<file path="config.mk">
export PLATFORM = sky130hd
export DESIGN_NAME = fetch_pipeline
export DESIGN_NICKNAME = d
export VERILOG_FILES = /design/src/rtl/riscv_consts_pkg.sv /design/src/rtl/fetch_pipeline_stage_reg.sv /design/src/rtl/fetch_pipeline.sv
export SDC_FILE = /design/constraint.sdc
export NUM_CORES = 1
export LEC_CHECK = 0
export CAP_MARGIN = 10
export CORE_ASPECT_RATIO = 0.7
export CORE_MARGIN = 2
export CORE_UTILIZATION = 40
export CTS_BUF_LIST = sky130_fd_sc_hd__clkbuf_16
export CTS_CLUSTER_DIAMETER = 150
export DETAILED_ROUTE_END_ITERATION = 8
export DONT_BUFFER_PORTS = 1
export GPL_TIMING_DRIVEN = 0
export PLACE_DENSITY = 0.53
export SKIP_CTS_REPAIR_TIMING = 1
export SYNTH_ARGS = -nofsm -noshare
export SYNTH_HDL_FRONTEND = slang
export SYNTH_SLANG_ARGS = --single-unit
</file>
<file path="constraint.sdc">
create_clock -name clk -period 3 [get_ports clk]
set_input_delay 0.6 -clock clk [delete_from_list [all_inputs] [get_ports clk]]
set_output_delay 0.6 -clock clk [all_outputs]
set_load 0.05 [all_outputs]
</file>
<file path="src/rtl/riscv_consts_pkg.sv">
// Constants shared by the fetch pipeline and the control logic of the 3-stage core.
package riscv_consts;

  localparam logic [31:0] NOP_INST         = 32'h0000_0013;
  localparam logic [31:0] RESET_PC_DEFAULT = 32'h4000_0000;

  localparam logic [1:0] PC_SEL_JAL = 2'd0;
  localparam logic [1:0] PC_SEL_ALU = 2'd1;
  localparam logic [1:0] PC_SEL_PC4 = 2'd2;

  localparam logic [6:0] OPC_LUI    = 7'b0110111;
  localparam logic [6:0] OPC_AUIPC  = 7'b0010111;
  localparam logic [6:0] OPC_JAL    = 7'b1101111;
  localparam logic [6:0] OPC_JALR   = 7'b1100111;
  localparam logic [6:0] OPC_BRANCH = 7'b1100011;
  localparam logic [6:0] OPC_LOAD   = 7'b0000011;
  localparam logic [6:0] OPC_STORE  = 7'b0100011;
  localparam logic [6:0] OPC_ARI_I  = 7'b0010011;
  localparam logic [6:0] OPC_ARI_R  = 7'b0110011;
  localparam logic [6:0] OPC_CSR    = 7'b1110011;

endpackage

</file>
<file path="src/rtl/fetch_pipeline_stage_reg.sv">
// One pipeline stage register (pc, inst, valid) with enable, flush-to-bubble and sync reset.
module stage_reg #(
  parameter logic [31:0] BUBBLE_INST = 32'h0000_0013
) (
  input  logic        clk,
  input  logic        rst_n,
  input  logic        en,
  input  logic        flush,
  input  logic [31:0] pc_in,
  input  logic [31:0] inst_in,
  input  logic        valid_in,
  output logic [31:0] pc,
  output logic [31:0] inst,
  output logic        valid
);

  // A flush keeps the PC of the squashed slot so the bubble still carries a meaningful address.
  always_ff @(posedge clk) begin
    if (!rst_n) begin
      pc    <= 32'd0;
      inst  <= BUBBLE_INST;
      valid <= 1'b0;
    end else if (en) begin
      pc <= pc_in;
      if (flush) begin
        inst  <= BUBBLE_INST;
        valid <= 1'b0;
      end else begin
        inst  <= inst_in;
        valid <= valid_in;
      end
    end
  end

endmodule

</file>
<file path="src/rtl/fetch_pipeline.sv">
// PC, FD/X/MW instruction stages, BIOS/IMEM fetch addressing and cycle/instret counters.
module fetch_pipeline
  import riscv_consts::*;
#(
  parameter logic [31:0] RESET_PC = riscv_consts::RESET_PC_DEFAULT,
  parameter logic [31:0] NOP_INST = riscv_consts::NOP_INST
) (
  input  logic        clk,
  input  logic        rst_n,
  input  logic        stall,
  input  logic [1:0]  pc_sel,
  input  logic [31:0] jal_target,
  input  logic [31:0] alu_target,
  output logic [11:0] bios_addr,
  input  logic [31:0] bios_dout,
  output logic [13:0] imem_addr,
  input  logic [31:0] imem_dout,
  output logic [31:0] pc_fd,
  output logic [31:0] pc_x,
  output logic [31:0] pc_mw,
  output logic [31:0] inst_fd,
  output logic [31:0] inst_x,
  output logic [31:0] inst_mw,
  output logic        valid_x,
  output logic        valid_mw,
  output logic [31:0] cycle_cnt,
  output logic [31:0] instret_cnt
);

  // valid_x / valid_mw: 1 = the stage holds a real instruction, 0 = bubble. There is no
  // ready path; stall freezes every stage at once, and a stage advances on each cycle stall=0.

  logic [31:0] fetch_pc;
  logic        kill_fd_q;
  logic        advance;
  logic        redirect_x;

  assign advance    = ~stall;
  assign redirect_x = (pc_sel == PC_SEL_ALU);

  always_comb begin
    fetch_pc = pc_fd + 32'd4;
    if (!rst_n) begin
      fetch_pc = RESET_PC;
    end else if (stall) begin
      fetch_pc = pc_fd;
    end else begin
      case (pc_sel)
        PC_SEL_ALU: fetch_pc = alu_target;
        PC_SEL_JAL: fetch_pc = jal_target;
        default:    fetch_pc = pc_fd + 32'd4;
      endcase
    end
  end

  // Both memories are addressed every cycle; pc_fd[30] picks which one FD reads from.
  assign bios_addr = fetch_pc[13:2];
  assign imem_addr = fetch_pc[15:2];

  always_ff @(posedge clk) begin
    pc_fd <= fetch_pc;
  end

  // Reserved FD kill; never set in this version.
  always_ff @(posedge clk) begin
    if (!rst_n) kill_fd_q <= 1'b0;
    else        kill_fd_q <= 1'b0;
  end

  always_comb begin
    if (kill_fd_q)     inst_fd = NOP_INST;
    else if (pc_fd[30]) inst_fd = bios_dout;
    else               inst_fd = imem_dout;
  end

  stage_reg #(.BUBBLE_INST(NOP_INST)) u_stage_x (
    .clk      (clk),
    .rst_n    (rst_n),
    .en       (advance),
    .flush    (redirect_x),
    .pc_in    (pc_fd),
    .inst_in  (inst_fd),
    .valid_in (~kill_fd_q),
    .pc       (pc_x),
    .inst     (inst_x),
    .valid    (valid_x)
  );

  stage_reg #(.BUBBLE_INST(NOP_INST)) u_stage_mw (
    .clk      (clk),
    .rst_n    (rst_n),
    .en       (advance),
    .flush    (1'b0),
    .pc_in    (pc_x),
    .inst_in  (inst_x),
    .valid_in (valid_x),
    .pc       (pc_mw),
    .inst     (inst_mw),
    .valid    (valid_mw)
  );

  always_ff @(posedge clk) begin
    if (!rst_n) begin
      cycle_cnt   <= 32'd0;
      instret_cnt <= 32'd0;
    end else begin
      cycle_cnt <= cycle_cnt + 32'd1;
      if (advance && valid_mw) instret_cnt <= instret_cnt + 32'd1;
    end
  end

endmodule

</file>
==> flow_summary.toml <==
[final_layout]
synthToLayoutAreaGrowth_pct = 14.6
fillers = 2374
multiInputGateArea_sq_mm = 0.00532
diodes = 0
drive_above_1_share_pct = 16.5
fin_util_pct = 46.9
final_net_count = 1260
seq_area_sq_mm = 0.00456

[sta]
post-route-period-util_pct = 100
drv_slew = 0
finClkSkew_ns = 0.00759
finalCriticalPeriod_ns = 3.00
timing.hold.ws_ns = 0.246
rsz0062_at_grt = "true"
setup_viol = 0
timing.fmax_ghz = 0.333
finalHoldViolCount = 0
tightest_slew_ns = 0.943
maxSlewHeadroom_pct = 37.1
fin_ws_ns = 0.000960

[cts]
clk_pin_slew_ns = 0.06
htreeDepth = 1
clock_sinks = 226
root_buffer = "clkbuf_16"
cts_tree = "done"
clk_latency_ns = 0.51
cts_buffer_depth = 3
cts_buffers = 23

[synthesis]
synth-edff-count = 0
synth.avg_cell_area_sq_um = 9.30
ys.flop_type = "dfxtp_1"
yosysWarnings = 0
syn-cell-area_sq_mm = 0.0102
syn_nets = 1227
postSynth.asyncResetShare_pct = 0
synthCells = 1091
ys_types = 62
yosys_register_bits = 226
seq_area_frac_synth_pct = 44.6

[critical_path]
worstPathRequired_ns = 2.40
critPathTopFamily = "simple AND/OR/NAND/NOR gates"
cp_slowest_cell = "dfxtp_4"
rrSetupSlack_ns = 0.56
reg2reg_from = "pc_fd[20]$_SDFFE_PN0N_"
cpPeakStageDelay_ns = 0.50
critical_path_class = "reg2out"
crit_chain = "ha_4 -> nand3_4 -> nor4_4 -> a21oi_2 -> a2bb2oi_2 -> nor2_4 -> buf_6"
cp_max_fo = 7
critPathBufInv = 1
ff2ff_path_depth = 4
startpoint_type = "flop"
end_kind = "output port"
rr_endpoint = "pc_fd[26]$_SDFFE_PN0N_"
arrival_ns = 2.40

[die]
io_pins = 417
initial_core_util_pct = 40.9
core_sq_mm = 0.0248
fp.dieW_um = 194
chipHeight_um = 137
row_count = 48
die_area_sq_mm = 0.0267

[global_route]
grt_pass1_wl_um = 48100
grt_max_degree = 15
grtUsageTotal_pct = 23.6
grt-ovfl-total = 0
grt_pass1_vias = 7431
antenna_found_initial = 0

[run]
maxCapViolCount = 0

[status]
violations = "design-rule violations"
outcome = "finished, violations left"

[route]
first_pass_iters = 8
drc_errors = 24
via_per_inst = 5.69
antenna_left = 0
wire_per_inst_um = 23.1
drtIter0Drc = 459
wl_um = 33900
via_count = 8337

[pwr]
cellLeakagePower_uw = 0.00453
powerDensity_mw_per_mm2 = 614
irDropWorstVdd_uv = 347

[min_path]
min_to = "instret_cnt[22]$_SDFFE_PN0P_"
min-delay-start = "rst_n"
hold-path-cell-count = 2
hp-class = "in2reg"

[placement]
gp_congestion = 0.848
dp.final_hpwl_um = 25500
port_buffers = 0
dp_slack_ns = -1.01
==> worst max-delay path by stage <==
| stage | slack, ns | startpoint | endpoint | depth (start not counted) |
|---|---|---|---|---|
| after floorplan | -0.03 | pc_sel[0] | imem_addr[0] | 8 |
| after global placement | -0.99 | stall | imem_addr[3] | 6 |
| after detailed placement | -1.01 | stall | imem_addr[3] | 6 |
| after CTS | -1.03 | pc_fd[4]$_DFF_P_ | imem_addr[9] | 6 |
| after global routing | -0.11 | pc_fd[2]$_DFF_P_ | imem_addr[6] | 7 |
| final | 0.001 | pc_fd[2]$_DFF_P_ | imem_addr[6] | 7 |
==> metal layers <==
metal	vias to the layer above	GRT usage (%)	share of wire, %
li1	3935	-	-
met1	4022	32.4	45
met2	338	37.1	45
met3	42	6.68	7.8
met4	0	5.34	2.1
met5	-	0	0
==> synthesized netlist by cell type, types with 4 or more instances <==
master / instances / area, sq um
a21oi_1: 25 / 125
mux2_2: 39 / 439
xor2_1: 27 / 236
nand4_1: 27 / 169
nand2b_1: 6 / 37.5
nor2_1: 208 / 781
buf_4: 13 / 97.6
a2bb2oi_1: 5 / 43.8
o21ai_0: 21 / 105
clkbuf_8: 5 / 68.8
nor3_1: 9 / 45.0
a211oi_1: 11 / 82.6
o221a_2: 6 / 67.6
nor3b_1: 5 / 37.5
inv_1: 8 / 30.0
xnor2_1: 24 / 210
dfxtp_1: 226 / 4520
or3_1: 4 / 25.0
a22oi_1: 31 / 233
nand3_1: 31 / 155
mux2i_1: 124 / 1240
o22ai_1: 8 / 50.1
nand2_1: 59 / 221
a41oi_1: 4 / 35.0
a31oi_1: 4 / 25.0
nor4_1: 13 / 81.3
and3_1: 9 / 56.3
buf_2: 15 / 75.1
and4_1: 12 / 105
and2_1: 7 / 43.8
buf_1: 12 / 45.0
clkbuf_1: 38 / 143
nor2b_1: 10 / 62.6
==> report_power, final <==
part / internal [uW] / switching, uW
Combinational: 255 / 583
Sequential: 3090 / 454
Clock: 1560 / 1200
==> worst register-to-register path: cells and delay by family (launching register included) <==
family | cells | cell delay (ns)
AO/OA/AOI/OAI | 1 | 0.43
flip-flops | 1 | 0.81
AND/OR/NAND/NOR | 3 | 1.10
==> cells by family (layout without fill, tap and decap cells) <==
logic type	count (synthesis)	after routing	share of synthesized area, %
compound gates	134	134	9.17
fa+ha+maj	3	3	0.370
flops	226	226	44.6
mux	163	163	16.6
simple gates	420	420	20.2
xor+xnor	51	51	4.40
buf+inv	94	142	4.71
==> metrics by stage <==
step	std cells	total power, uW	TNS, ns	area, sq um
final	1464	7140	0	11600
after global routing	1464	7390	-0.236	11600
after CTS	1456	7170	-35.65	11300
after detailed placement	1416	4410	-15.98	10600
after global placement	1416	4410	-15.05	10600
after floorplan	1091	4200	-0.0254	10200
==> area by class of cell <==
| cell class | count | share of cell area, % |
|---|---|---|
| Clock buffer | 23 | 4.95 |
| Timing Repair Buffer | 9 | 0.645 |
| Clock inverter | 17 | 1.10 |
| Sequential cell | 226 | 39.2 |
| Inverter | 10 | 0.323 |
| Buffer | 83 | 4.59 |
| Tap cell | 325 | 3.49 |
| Multi-Input combinational cell | 771 | 45.7 |
==> cell usage in the layout (no fill, tap or decap), types with 10 or more instances in the layout <==
master | synthesis | layout
clkbuf_2 | 0 | 12
buf_4 | 13 | 11
a211oi_1 | 11 | 11
and4_1 | 12 | 12
dfxtp_1 | 226 | 212
nor4_1 | 13 | 12
o21ai_0 | 21 | 21
mux2i_1 | 124 | 124
a22oi_1 | 31 | 31
inv_1 | 8 | 11
a21oi_1 | 25 | 21
xor2_1 | 27 | 27
nand4_1 | 27 | 27
mux2_2 | 39 | 39
xnor2_1 | 24 | 24
nor2b_1 | 10 | 10
nand3_1 | 31 | 30
buf_2 | 15 | 12
clkbuf_16 | 0 | 23
nand2_1 | 59 | 58
nor2_1 | 208 | 201
buf_6 | 1 | 13
clkbuf_1 | 38 | 28
==> sequential cells by signal, indices dropped and copies added, names as in the netlist, named ones only <==
signal and cells:
u_stage_x.valid 1, u_stage_x.pc 32, pc_fd 30, u_stage_x.inst 32, instret_cnt 32, u_stage_mw.inst 32, u_stage_mw.pc 32, u_stage_mw.valid 1
cycle_cnt 32
(Power assumes the default switching activity.)
